File: src/rtl/tone_decoder.sv
// tone_decoder: measures the period of a piano square-wave tone on beep_in
// (in clk_5MHz cycles) and decodes it into one of four keys (Hdo/Hre/Hmi/Hfa).
// A key is only reported after two consecutive periods classify the same,
// and a long silence drops the decoder back to IDLE with the key cleared.
// state_dbg exposes the FSM state (0 IDLE, 1 ARMED, 2 TRACK) for checkers.
module tone_decoder (
    input  logic        clk_5MHz,
    input  logic        rst,
    input  logic        beep_in,
    output logic [3:0]  key_out,
    output logic        key_valid,
    output logic        key_change,
    output logic [15:0] period_out,
    output logic [1:0]  state_dbg
);

    typedef enum logic [1:0] {
        IDLE  = 2'd0,  // no reference edge yet
        ARMED = 2'd1,  // one rising edge seen, first period being counted
        TRACK = 2'd2   // at least one full period measured
    } state_t;

    // Nominal periods are 2*(16384-origin) for origins 6826/7871/8798/9224.
    localparam logic [15:0] NOM_HDO     = 16'd19116;
    localparam logic [15:0] NOM_HRE     = 16'd17026;
    localparam logic [15:0] NOM_HMI     = 16'd15172;
    localparam logic [15:0] NOM_HFA     = 16'd14320;
    localparam logic [15:0] TOL         = 16'd64;
    localparam logic [15:0] TIMEOUT_CNT = 16'd32767;
    localparam logic [15:0] CNT_MAX     = 16'hFFFF;

    localparam logic [3:0]  KEY_NONE = 4'b0000;
    localparam logic [3:0]  KEY_HDO  = 4'b0001;
    localparam logic [3:0]  KEY_HRE  = 4'b0010;
    localparam logic [3:0]  KEY_HMI  = 4'b0100;
    localparam logic [3:0]  KEY_HFA  = 4'b1000;

    // Inclusive window test: nom-TOL <= p <= nom+TOL.
    function automatic logic in_window(input logic [15:0] p, input logic [15:0] nom);
        return (p >= (nom - TOL)) && (p <= (nom + TOL));
    endfunction

    // Map a measured period to a one-hot key; anything outside every window is silence/unknown.
    function automatic logic [3:0] classify(input logic [15:0] p);
        logic [3:0] k;
        k = KEY_NONE;
        if (in_window(p, NOM_HDO)) begin
            k = KEY_HDO;
        end else if (in_window(p, NOM_HRE)) begin
            k = KEY_HRE;
        end else if (in_window(p, NOM_HMI)) begin
            k = KEY_HMI;
        end else if (in_window(p, NOM_HFA)) begin
            k = KEY_HFA;
        end
        return k;
    endfunction

    logic       sync_ff1;
    logic       sync_ff2;
    logic       edge_reg;
    logic       rise;

    state_t     state;
    state_t     state_next;

    logic [15:0] cnt;
    logic [15:0] cnt_next;
    logic [15:0] period_next;
    logic [3:0]  cand;
    logic [3:0]  cand_next;
    logic [1:0]  hits;
    logic [1:0]  hits_next;
    logic [3:0]  key_next;
    logic        key_change_next;

    logic [15:0] meas_p;
    logic [3:0]  code;
    logic [3:0]  cand_q;
    logic [1:0]  hits_q;
    logic        load_key;

    // Two-flop synchronizer for the asynchronous tone, followed by the edge register.
    always_ff @(posedge clk_5MHz) begin
        if (rst) begin
            sync_ff1 <= 1'b0;
            sync_ff2 <= 1'b0;
            edge_reg <= 1'b0;
        end else begin
            sync_ff1 <= beep_in;
            sync_ff2 <= sync_ff1;
            edge_reg <= sync_ff2;
        end
    end

    assign rise = sync_ff2 & ~edge_reg;

    // Period of the interval closed by this rise, plus its classification and qualification update.
    always_comb begin
        meas_p   = (cnt == CNT_MAX) ? CNT_MAX : (cnt + 16'd1);
        code     = classify(meas_p);
        cand_q   = cand;
        hits_q   = hits;
        if (code == cand) begin
            hits_q = (hits == 2'd2) ? 2'd2 : (hits + 2'd1);
        end else begin
            cand_q = code;
            hits_q = 2'd1;
        end
        // Two matching periods in a row are required before the key may move.
        load_key = (hits_q == 2'd2) && (code != key_out);
    end

    // FSM state register.
    always_ff @(posedge clk_5MHz) begin
        if (rst) begin
            state <= IDLE;
        end else begin
            state <= state_next;
        end
    end

    // Next-state and datapath next values; a rise always beats a coincident timeout.
    always_comb begin
        state_next      = state;
        cnt_next        = cnt;
        period_next     = period_out;
        cand_next       = cand;
        hits_next       = hits;
        key_next        = key_out;
        key_change_next = 1'b0;
        case (state)
            IDLE: begin
                cnt_next = 16'd0;
                if (rise) begin
                    state_next = ARMED;
                end
            end
            ARMED, TRACK: begin
                if (rise) begin
                    state_next  = TRACK;
                    cnt_next    = 16'd0;
                    period_next = meas_p;
                    cand_next   = cand_q;
                    hits_next   = hits_q;
                    if (load_key) begin
                        key_next        = code;
                        key_change_next = 1'b1;
                    end
                end else if (cnt == TIMEOUT_CNT) begin
                    // Silence: forget the tone but keep the last measured period visible.
                    state_next      = IDLE;
                    cnt_next        = 16'd0;
                    cand_next       = KEY_NONE;
                    hits_next       = 2'd0;
                    key_next        = KEY_NONE;
                    key_change_next = (key_out != KEY_NONE);
                end else begin
                    cnt_next = (cnt == CNT_MAX) ? CNT_MAX : (cnt + 16'd1);
                end
            end
            default: begin
                state_next = IDLE;
                cnt_next   = 16'd0;
            end
        endcase
    end

    // Datapath registers: counter, qualification, key and period outputs.
    always_ff @(posedge clk_5MHz) begin
        if (rst) begin
            cnt        <= 16'd0;
            period_out <= 16'd0;
            cand       <= KEY_NONE;
            hits       <= 2'd0;
            key_out    <= KEY_NONE;
            key_change <= 1'b0;
        end else begin
            cnt        <= cnt_next;
            period_out <= period_next;
            cand       <= cand_next;
            hits       <= hits_next;
            key_out    <= key_next;
            key_change <= key_change_next;
        end
    end

    assign key_valid = (key_out != KEY_NONE);
    assign state_dbg = state;

endmodule

File: config.mk
export PLATFORM = sky130hd
export DESIGN_NAME = tone_decoder
export DESIGN_NICKNAME = d
export VERILOG_FILES = /design/src/rtl/tone_decoder.sv
export SDC_FILE = /design/constraint.sdc
export NUM_CORES = 1
export LEC_CHECK = 0
export BUFFER_PORTS_ARGS = -buffer_cell sky130_fd_sc_hd__buf_2
export CAP_MARGIN = 20
export CORE_MARGIN = 3
export CORE_UTILIZATION = 59
export CTS_BUF_LIST = sky130_fd_sc_hd__clkbuf_16
export DETAILED_ROUTE_END_ITERATION = 16
export PLACE_DENSITY = 0.9
export SYNTH_ARGS = -nofsm -noshare
export SYNTH_HDL_FRONTEND = slang
export SYNTH_SLANG_ARGS = --single-unit
File: constraint.sdc
create_clock -name clk_5MHz -period 4 [get_ports clk_5MHz]
set_input_delay 0.2 -clock clk_5MHz [delete_from_list [all_inputs] [get_ports clk_5MHz]]
set_output_delay 0.2 -clock clk_5MHz [all_outputs]
set_load 0.005 [all_outputs]
==> impl_metrics.yaml, run 1 <==
status:
  status: "finished, final reports clean"
global_routing:
  grt_overflow: 0
  antenna_found_initial: 0
  first_global_vias: 2459
  grt_max_degree: 32
  grt_pass1_wl_um: 11830
  grt_use_total_pct: 27.51
cts:
  cts_max_level: 2
  hold_buffers: 0
  clock_latency_ns: 0.29
  clkSinkCount: 48
  cts_tree: "built"
  clk_pin_slew_ns: 0.07
  post-cts-setup-buffers: 0
  cts-root-buf: "clkbuf_16"
  cts-buffers-inserted: 5
  max-clock-path-buffers: 2
min_path:
  hp-start: "beep_in"
  hold-path-endpoint: "sync_ff1$_SDFF_PP0_"
  holdPathStages: 2
  holdCritPathClass: "in -> reg"
placed_design:
  port_buffers: 26
  place_inst: 405
  postPlaceCellArea_mm2: 0.002923
  post-dp-hpwl_um: 5015
  place_congestion: 0.9581
timing:
  max_slew_margin_pct: 42.27
  fmax_ghz: 0.2643
  hold_viol_final: 0
  fin_crit_sh_pct: 94.59
  rsz0062_at_grt: "false"
  period_minus_slack_ns: 3.784
  finalSetupViolations: 0
  finalSetupTns_ns: 0
  final.setup_skew_ns: 0.003865
  slew_viol_final: 0
  worst_pin_slew_ns: 0.8659
worst_setup_path:
  crit_type: "reg -> reg"
  cp.required_ns: 4.23
  timing.rr.end: "key_out[1]$_SDFFE_PP0P_"
  arrival_ns: 4.02
  r2r_start: "cnt[0]$_SDFF_PP0_"
  startpoint_type: "register"
  end_kind: "register"
  r2r_slack_ns: 0.22
  worstPathMaxFanout: 14
  rr_worst_depth: 12
layout:
  fillCellCount: 336
  final_area_mm2: 0.003114
  layout_common_cells: "nor2_1, dfxtp_1, buf_2, nand2_1, a21oi_1"
  area_growth_pct: 12.57
  fin_cells: 413
  top_regs: "cnt (16), period_out (16)"
  drive_above_1_share_pct: 16.62
  fin_nets: 366
  antenna_cells: 0
  final_common_cell: "nor2_1"
drt:
  drt-vias-per-instance: 6.678
  vias: 2758
  drtAntennaViolNets: 0
  wl_per_cell_um: 17.90
  routed_wl_um: 7391
  drt_iter0_drc: 260
  first_pass_iters: 7
  post-route-drc-count: 0
yosys:
  synthArstFlopShare_pct: 0
  synth_area_mm2: 0.002766
  synth_edf_count: 0
  synth_ff_type: "dfxtp_1"
  syn-num-nets: 346
  syn_inst: 340
  ys_seq_area_share_pct: 34.74
  ys_ff_latch: 48
  avgSynthCellArea_um2: 8.136
  synth_cell_type_count: 60
  yosys_warnings: 0
floorplanning:
  design.core.area_mm2: 0.004444
  row_count: 24
  die_h_um: 74.48
  start_util_pct: 62.25
  ios: 27
  dieArea_mm2: 0.005547
  die_x_um: 74.48
power_and_ir_drop:
  p_leak_nw: 1.137
  peakVddDrop_v: 0.0003063
  power.density_mw_per_mm2: 322.1
job:
  drv_cap: 0
[metal layers]
layer  track usage, %  share of wire, %  up-vias  wire (um)
met2            44.49                49      139       3590
met3            4.730               6.7       34        496
li1                 -                 -     1282          -
met4            12.06               3.5        0        262
met1            36.02                41     1303       3041
met5                0                 0        -          0
[where the power goes]
group          leakage, nW  switching (mW)  total (mW)  internal (mW)
Sequential           0.390         0.00284       0.485          0.482
Clock               0.0804           0.191       0.489          0.297
Combinational        0.667          0.0200      0.0299        0.00990
[critical path, cell delays in order (launching register included)]
cell and delay (ns):
dfxtp_2 0.42, ha_4 0.24, nand3_2 0.21, nor4_1 0.39, mux2i_1 0.45, nand3_1 0.23, o32a_1 0.23, a21oi_2 0.30
xnor2_1 0.18, nand4_1 0.25, a2111oi_4 0.32, nor3b_4 0.32, a22o_1 0.19
[Yosys cell counts, types with 3 or more instances]
master,number,area share (%)
and2_1,6,1.4
nand4_1,6,1.4
mux2i_1,3,1.1
a22o_1,7,2.2
buf_2,4,0.72
a21oi_1,17,3.1
nor4_1,5,1.1
dfxtp_1,48,35
inv_1,12,1.6
nor4b_1,4,1.3
ha_1,3,1.4
nor2_1,56,7.6
o2111ai_1,3,0.95
o31ai_1,6,1.6
nand3_1,7,1.3
o21a_1,3,0.81
a31oi_1,3,0.68
and4_1,4,1.3
xnor2_1,6,1.9
nor3_1,11,2.0
nor2b_1,10,2.3
a211oi_1,12,3.3
o31a_1,3,0.95
clkbuf_1,13,1.8
o21ai_0,12,2.2
nand2b_1,6,1.4
or3_1,4,0.90
nand2_1,20,2.7
and3_1,3,0.68
[repair_timing]
item / CTS / global route
resized for setup: 1 / 7
endpoints found under the setup margin: 4 / 8
pin swaps: 0 / 1
[how the worst max path moves through the flow]
stage / startpoint / to / slack, ns
floorplan: cnt[0]$_SDFF_PP0_ / key_out[0]$_SDFFE_PP0P_ / 0.58
detailed placement: cnt[0]$_SDFF_PP0_ / key_out[1]$_SDFFE_PP0P_ / 0.04
global route: cnt[0]$_SDFF_PP0_ / key_out[1]$_SDFFE_PP0P_ / 0.01
finish: cnt[0]$_SDFF_PP0_ / key_out[1]$_SDFFE_PP0P_ / 0.22
CTS: cnt[0]$_SDFF_PP0_ / key_out[1]$_SDFFE_PP0P_ / 0.09
global placement: cnt[0]$_SDFF_PP0_ / key_out[0]$_SDFFE_PP0P_ / 0.29
[per-stage QoR]
| stage | utilization [%] | power [mW] | worst slack [ns] | hold WS [ns] |
|---|---|---|---|---|
| after global placement | 65.77 | 0.5221 | 0.2891 | 0.4080 |
| after floorplan | - | 0.5155 | 0.5782 | 0.3282 |
| after detailed placement | 65.77 | 0.5239 | 0.03559 | 0.4519 |
| after CTS | 69.68 | 1.001 | 0.08562 | 0.1729 |
| final | 70.07 | 1.003 | 0.2164 | 0.1606 |
| after global routing | 70.07 | 1.029 | 0.01351 | 0.1749 |
[cell type report]
class,count,area [um^2],share of cell area [%]
clock buffers,5,125.1,4.018
clock inverters,3,46.29,1.487
inverters,12,45.04,1.446
multi-input cells,261,1690,54.28
flip-flops and latches,48,967.2,31.06
well taps,52,65.06,2.089
repair buffers,32,175.2,5.625
[logic make-up (layout without fill, tap and decap cells)]
kind of cell / Yosys count / in the layout / share of synthesized area [%]
XOR/XNOR: 8 / 8 / 2.533
adder cells (fa/ha/maj): 3 / 3 / 1.357
multiplexers: 3 / 3 / 1.086
AND/OR/NAND/NOR: 160 / 160 / 32.34
flip-flops: 48 / 48 / 34.74
AO/OA/AOI/OAI: 87 / 87 / 23.29
buffers and inverters: 31 / 52 / 4.658
Power figures use the tool's default switching activity.
==> run 2, diff against run 1 <==
- BUFFER_PORTS_ARGS: -buffer_cell sky130_fd_sc_hd__buf_2 -> unset
- CORE_UTILIZATION: 59 -> 63
- DONT_BUFFER_PORTS: unset -> 1
- PLACE_DENSITY: 0.9 -> 0.89
==> impl_metrics.yaml, run 2 (synthesis gave the netlist of run 1 again) <==
worst_setup_path:
  end_kind: "register"
  crit_type: "reg -> reg"
  startpoint_type: "register"
  r2r_slack_ns: 0.26
  arrival_ns: 3.97
  worstPathMaxFanout: 9
  cp.required_ns: 4.23
layout:
  utilization_pct: 73.24
  final_area_mm2: 0.003014
  antenna_cells: 0
  fillCellCount: 313
  top_regs: "cnt (16), period_out (16)"
  fin_nets: 346
  area_growth_pct: 8.955
  final_common_cell: "nor2_1"
  drive_above_1_share_pct: 11.44
  layout_common_cells: "nor2_1, dfxtp_1, nand2_1, a21oi_1, inv_1"
timing:
  finalSetupTns_ns: 0
  fmax_ghz: 0.2676
  period_minus_slack_ns: 3.737
  fin_crit_sh_pct: 93.41
  finalSetupViolations: 0
  max_slew_margin_pct: 38.91
  fin_hold_ws_ns: 0.05903
  final.setup_skew_ns: 0.006414
  worst_pin_slew_ns: 0.9133
  slew_viol_final: 0
  hold_viol_final: 0
global_routing:
  grt_overflow: 0
  grt_pass1_wl_um: 11450
  first_global_vias: 2365
  grt_max_degree: 27
  antenna_found_initial: 0
  grt_use_total_pct: 27.85
cts:
  max-clock-path-buffers: 2
  clk_pin_slew_ns: 0.06
  clkSinkCount: 48
  cts_max_level: 2
  cts-root-buf: "clkbuf_16"
  cts_tree: "built"
  cts-buffers-inserted: 5
  clock_latency_ns: 0.29
drt:
  drt-vias-per-instance: 6.596
  highest_layer: "met4"
  met1Wirelength_um: 3155
  drt_iter0_drc: 289
  wl_met3_um: 461
  vias: 2579
  post-route-drc-count: 0
  wl_per_cell_um: 17.90
  drtAntennaViolNets: 0
  wl_met2_um: 3280
  routed_wl_um: 6997
  first_pass_iters: 6
floorplanning:
  die_h_um: 72.27
  ios: 27
  design.core.area_mm2: 0.004115
  row_count: 23
  start_util_pct: 67.22
  die_x_um: 72.27
  dieArea_mm2: 0.005222
power_and_ir_drop:
  power.density_mw_per_mm2: 300.6
  combPwrFrac_pct: 2.8
  p_seq_share_pct: 53.5
  p_total_mw: 0.9062
  p_clk_share_pct: 43.6
  swShare_pct: 20.87
  peakVddDrop_v: 0.0003037
  p_leak_nw: 1.016
  power.switching_mw: 0.1891
  internal_power_mw: 0.7170
placed_design:
  post-dp-hpwl_um: 4948
  port_buffers: 0
  place_congestion: 0.9171
  postPlaceCellArea_mm2: 0.002805
min_path:
  holdCritPathClass: "in -> reg"
job:
  drv_cap: 0
status:
  status: "finished, final reports clean"
run 2: changes by cell type in the layout (fill, tap and decap cells not counted), sizes merged:
cell         previous run  this run
clkinv                  0         1
buf                    32        11
dlygate4sd3             0         1
bufinv                  1         0
run 2: per-layer routing:
metal  vias to the layer above  GRT usage [%]
met2                       106          42.87
li1                       1255              -
met1                      1206          40.23
met3                        12          3.740
met4                         0          9.186
met5                         -              0
run 2: path summary, 6_finish.rpt:
| path | startpoint | to | depth (start not counted) |
|---|---|---|---|
| worst min-delay path | beep_in | sync_ff1$_SDFF_PP0_ | 1 |
| worst min register to register | sync_ff1$_SDFF_PP0_ | sync_ff2$_SDFF_PP0_ | 1 |
| worst max-delay path | cnt[0]$_SDFF_PP0_ | key_out[3]$_SDFFE_PP0P_ | 13 |
| worst max register to register | cnt[0]$_SDFF_PP0_ | key_out[3]$_SDFFE_PP0P_ | 13 |
run 2: cell type report:
type                       instances  area [um^2]  area share, %
sequential                        48        965.9          32.05
multi-input combinational        261         1708          56.66
clock buffer                       5        125.1          4.151
inverter                          12        45.04          1.494
timing repair buffer              12        92.59          3.072
tap                               50        62.56          2.076
clock inverter                     3        15.01         0.4981
run 2: per-stage QoR:
| stage | std cells | setup slack (ns) |
|---|---|---|
| final | 391 | 0.2634 |
| after global routing | 391 | -0.03038 |
| after CTS | 388 | 0.1271 |
| after detailed placement | 379 | 0.1796 |
| after global placement | 379 | 0.3504 |
| after floorplan | 340 | 0.5782 |
run 2: power groups by stage:
stage               sequential (mW)  combinational [mW]  clock (mW)
finish                        0.485              0.0256       0.395
global route                  0.485              0.0285       0.418
floorplan                     0.495              0.0204           0
global placement              0.496              0.0197           0
detailed placement            0.496              0.0206           0
CTS                           0.485              0.0253       0.401
run 2: critical path, cell delays in order (launching register included):
cell	delay, ns
dfxtp_1	0.45
ha_1	0.25
nand3_2	0.22
o21ai_0	0.30
and2_1	0.38
nand3_1	0.13
or4_1	0.45
a21oi_2	0.30
xnor2_1	0.17
nand4_1	0.11
buf_4	0.18
a2111oi_4	0.24
nor3b_4	0.31
a22o_1	0.18
run 2: repair_timing:
item	in CTS	in global routing
endpoints found under the hold margin	25	0
endpoints found under the setup margin	0	8
setup buffers	0	3
hold buffers	1	0
gates resized for setup	0	10
==> run 3, diff against run 2 <==
- CORE_ASPECT_RATIO: unset -> 1.75
==> impl_metrics.yaml, run 3 (synthesis gave the netlist of run 1 again) <==
status:
  status: "finished, final reports clean"
cts:
  clkSinkCount: 48
  clk_pin_slew_ns: 0.06
  clock_latency_ns: 0.29
  cts_tree: "built"
  cts-buffers-inserted: 5
  max-clock-path-buffers: 2
  cts-root-buf: "clkbuf_16"
  cts_max_level: 2
layout:
  fillCellCount: 332
  final_common_cell: "nor2_1"
  layout.area.seq_um2: 964.7
  fin_nets: 350
  area_growth_pct: 8.820
  top_regs: "cnt (16), period_out (16)"
  utilization_pct: 71.86
  antenna_cells: 0
  layout_common_cells: "nor2_1, dfxtp_1, nand2_1, a21oi_1, buf_4"
  drive_above_1_share_pct: 10.47
  multi_input_area_mm2: 0.001677
drt:
  drt_iter0_drc: 108
  post-route-drc-count: 0
  first_pass_iters: 5
  drt-vias-per-instance: 6.822
  vias: 2681
  wl_per_cell_um: 18.91
  drtAntennaViolNets: 0
  routed_wl_um: 7431
placed_design:
  post-place-ws_ns: 0.2500
  port_buffers: 0
  place_congestion: 0.9567
  post-dp-hpwl_um: 5401
timing:
  final.setup_skew_ns: 0.006842
  hold_viol_final: 0
  finalWorstSetupSlack_ns: 0.2564
  worst_pin_slew_ns: 0.8995
  fin_crit_sh_pct: 93.59
  slew_viol_final: 0
  fin_hold_ws_ns: 0.04940
  fmax_ghz: 0.2671
  max_slew_margin_pct: 39.83
  finalSetupViolations: 0
  period_minus_slack_ns: 3.744
floorplanning:
  die_x_um: 56.09
  start_util_pct: 66.04
  ios: 27
  design.core.area_mm2: 0.004189
  die_h_um: 93.66
  row_count: 31
  dieArea_mm2: 0.005253
worst_setup_path:
  slowest_delay_ns: 0.55
  cp.required_ns: 4.23
  arrival_ns: 3.98
  cp_top_family: "simple AND/OR/NAND/NOR gates"
  end_kind: "register"
  crit_type: "reg -> reg"
  path_cells: "nand3_2 -> nor3_1 -> mux2i_1 -> buf_4 -> nor4b_1 -> o31ai_1 -> o21a_1 -> nor4b_1 -> nand4_1 -> buf_4 -> a2111oi_4 -> nor3b_4 -> a22o_1"
  r2r_start: "cnt[3]$_SDFF_PP0_"
  r2r_slack_ns: 0.26
  timing.rr.end: "key_out[0]$_SDFFE_PP0P_"
  endpoint: "key_out[0]$_SDFFE_PP0P_"
  cp.depth: 13
  crit_start: "cnt[3]$_SDFF_PP0_"
  worstPathMaxFanout: 12
  cp.buffers_inverters: 2
  startpoint_type: "register"
  rr_worst_depth: 13
  cpMaxStageDelayCell: "dfxtp_1"
global_routing:
  first_global_vias: 2589
  grt_max_degree: 27
  grt_pass1_wl_um: 11900
  antenna_found_initial: 0
  grt_overflow: 0
  grt_use_total_pct: 28.38
power_and_ir_drop:
  p_leak_nw: 1.031
  power.density_mw_per_mm2: 305.9
  peakVddDrop_v: 0.0003628
job:
  drv_cap: 0
min_path:
  holdCritPathClass: "in -> reg"
==> run 3: worst min path at each step <==
stage / slack [ns] / end / from / cells after the start
2_1_floorplan: 0.33 / sync_ff1$_SDFF_PP0_ / beep_in / 1
3_3_place_gp: 0.27 / hits[0]$_SDFFE_PP0P_ / rst / 1
3_5_place_dp: 0.27 / hits[0]$_SDFFE_PP0P_ / rst / 1
4_1_cts: 0.06 / sync_ff1$_SDFF_PP0_ / beep_in / 1
5_1_grt: 0.07 / sync_ff1$_SDFF_PP0_ / beep_in / 1
6_report: 0.05 / sync_ff1$_SDFF_PP0_ / beep_in / 1
==> run 3: power breakdown <==
group / switching, mW / internal (mW)
clock network: 0.182 / 0.227
logic: 0.0178 / 0.00865
registers: 0.00310 / 0.482
==> run 3: area by class of cell <==
type                    count  area share (%)
inverters                  12           1.496
clock buffers               5           4.156
well taps                  49           2.037
clock inverters             2          0.4156
multi-input cells         261           55.69
flip-flops and latches     48           32.04
repair buffers             16           4.156
==> run 3: routing by layer <==
| layer | global-route usage, % | part of all wire [%] | wire (um) | vias to the layer above |
|---|---|---|---|---|
| li1 | - | - | - | 1253 |
| met1 | 28.64 | 36 | 2668 | 1251 |
| met2 | 50.78 | 52 | 3866 | 127 |
| met3 | 4.814 | 4.8 | 356 | 50 |
| met4 | 21.39 | 7.3 | 539 | 0 |
| met5 | 0 | 0 | 0 | - |
==> run 3: what timing repair did <==
action | CTS | global route
gates resized for setup | 0 | 3
buffers inserted | 0 | 2
endpoints found under the hold margin | 24 | 0
hold buffers | 2 | 0
setup endpoints to repair | 0 | 8
==> run 3: stage by stage <==
step,area (um^2),setup TNS (ns),total power [mW],instances
after floorplan,2766,0,0.5155,340
after global placement,2834,0,0.5159,382
after detailed placement,2834,0,0.5166,382
after CTS,2992,0,0.9179,391
after global routing,3010,-0.03261,0.9350,393
final,3010,0,0.9210,393
==> run 3: worst register-to-register path, delay by kind of cell, from the launching register on <==
family	cells	cell delay, ns
simple gates	6	1.62
compound gates	4	0.82
flops	1	0.55
buf+inv	2	0.38
mux	1	0.32
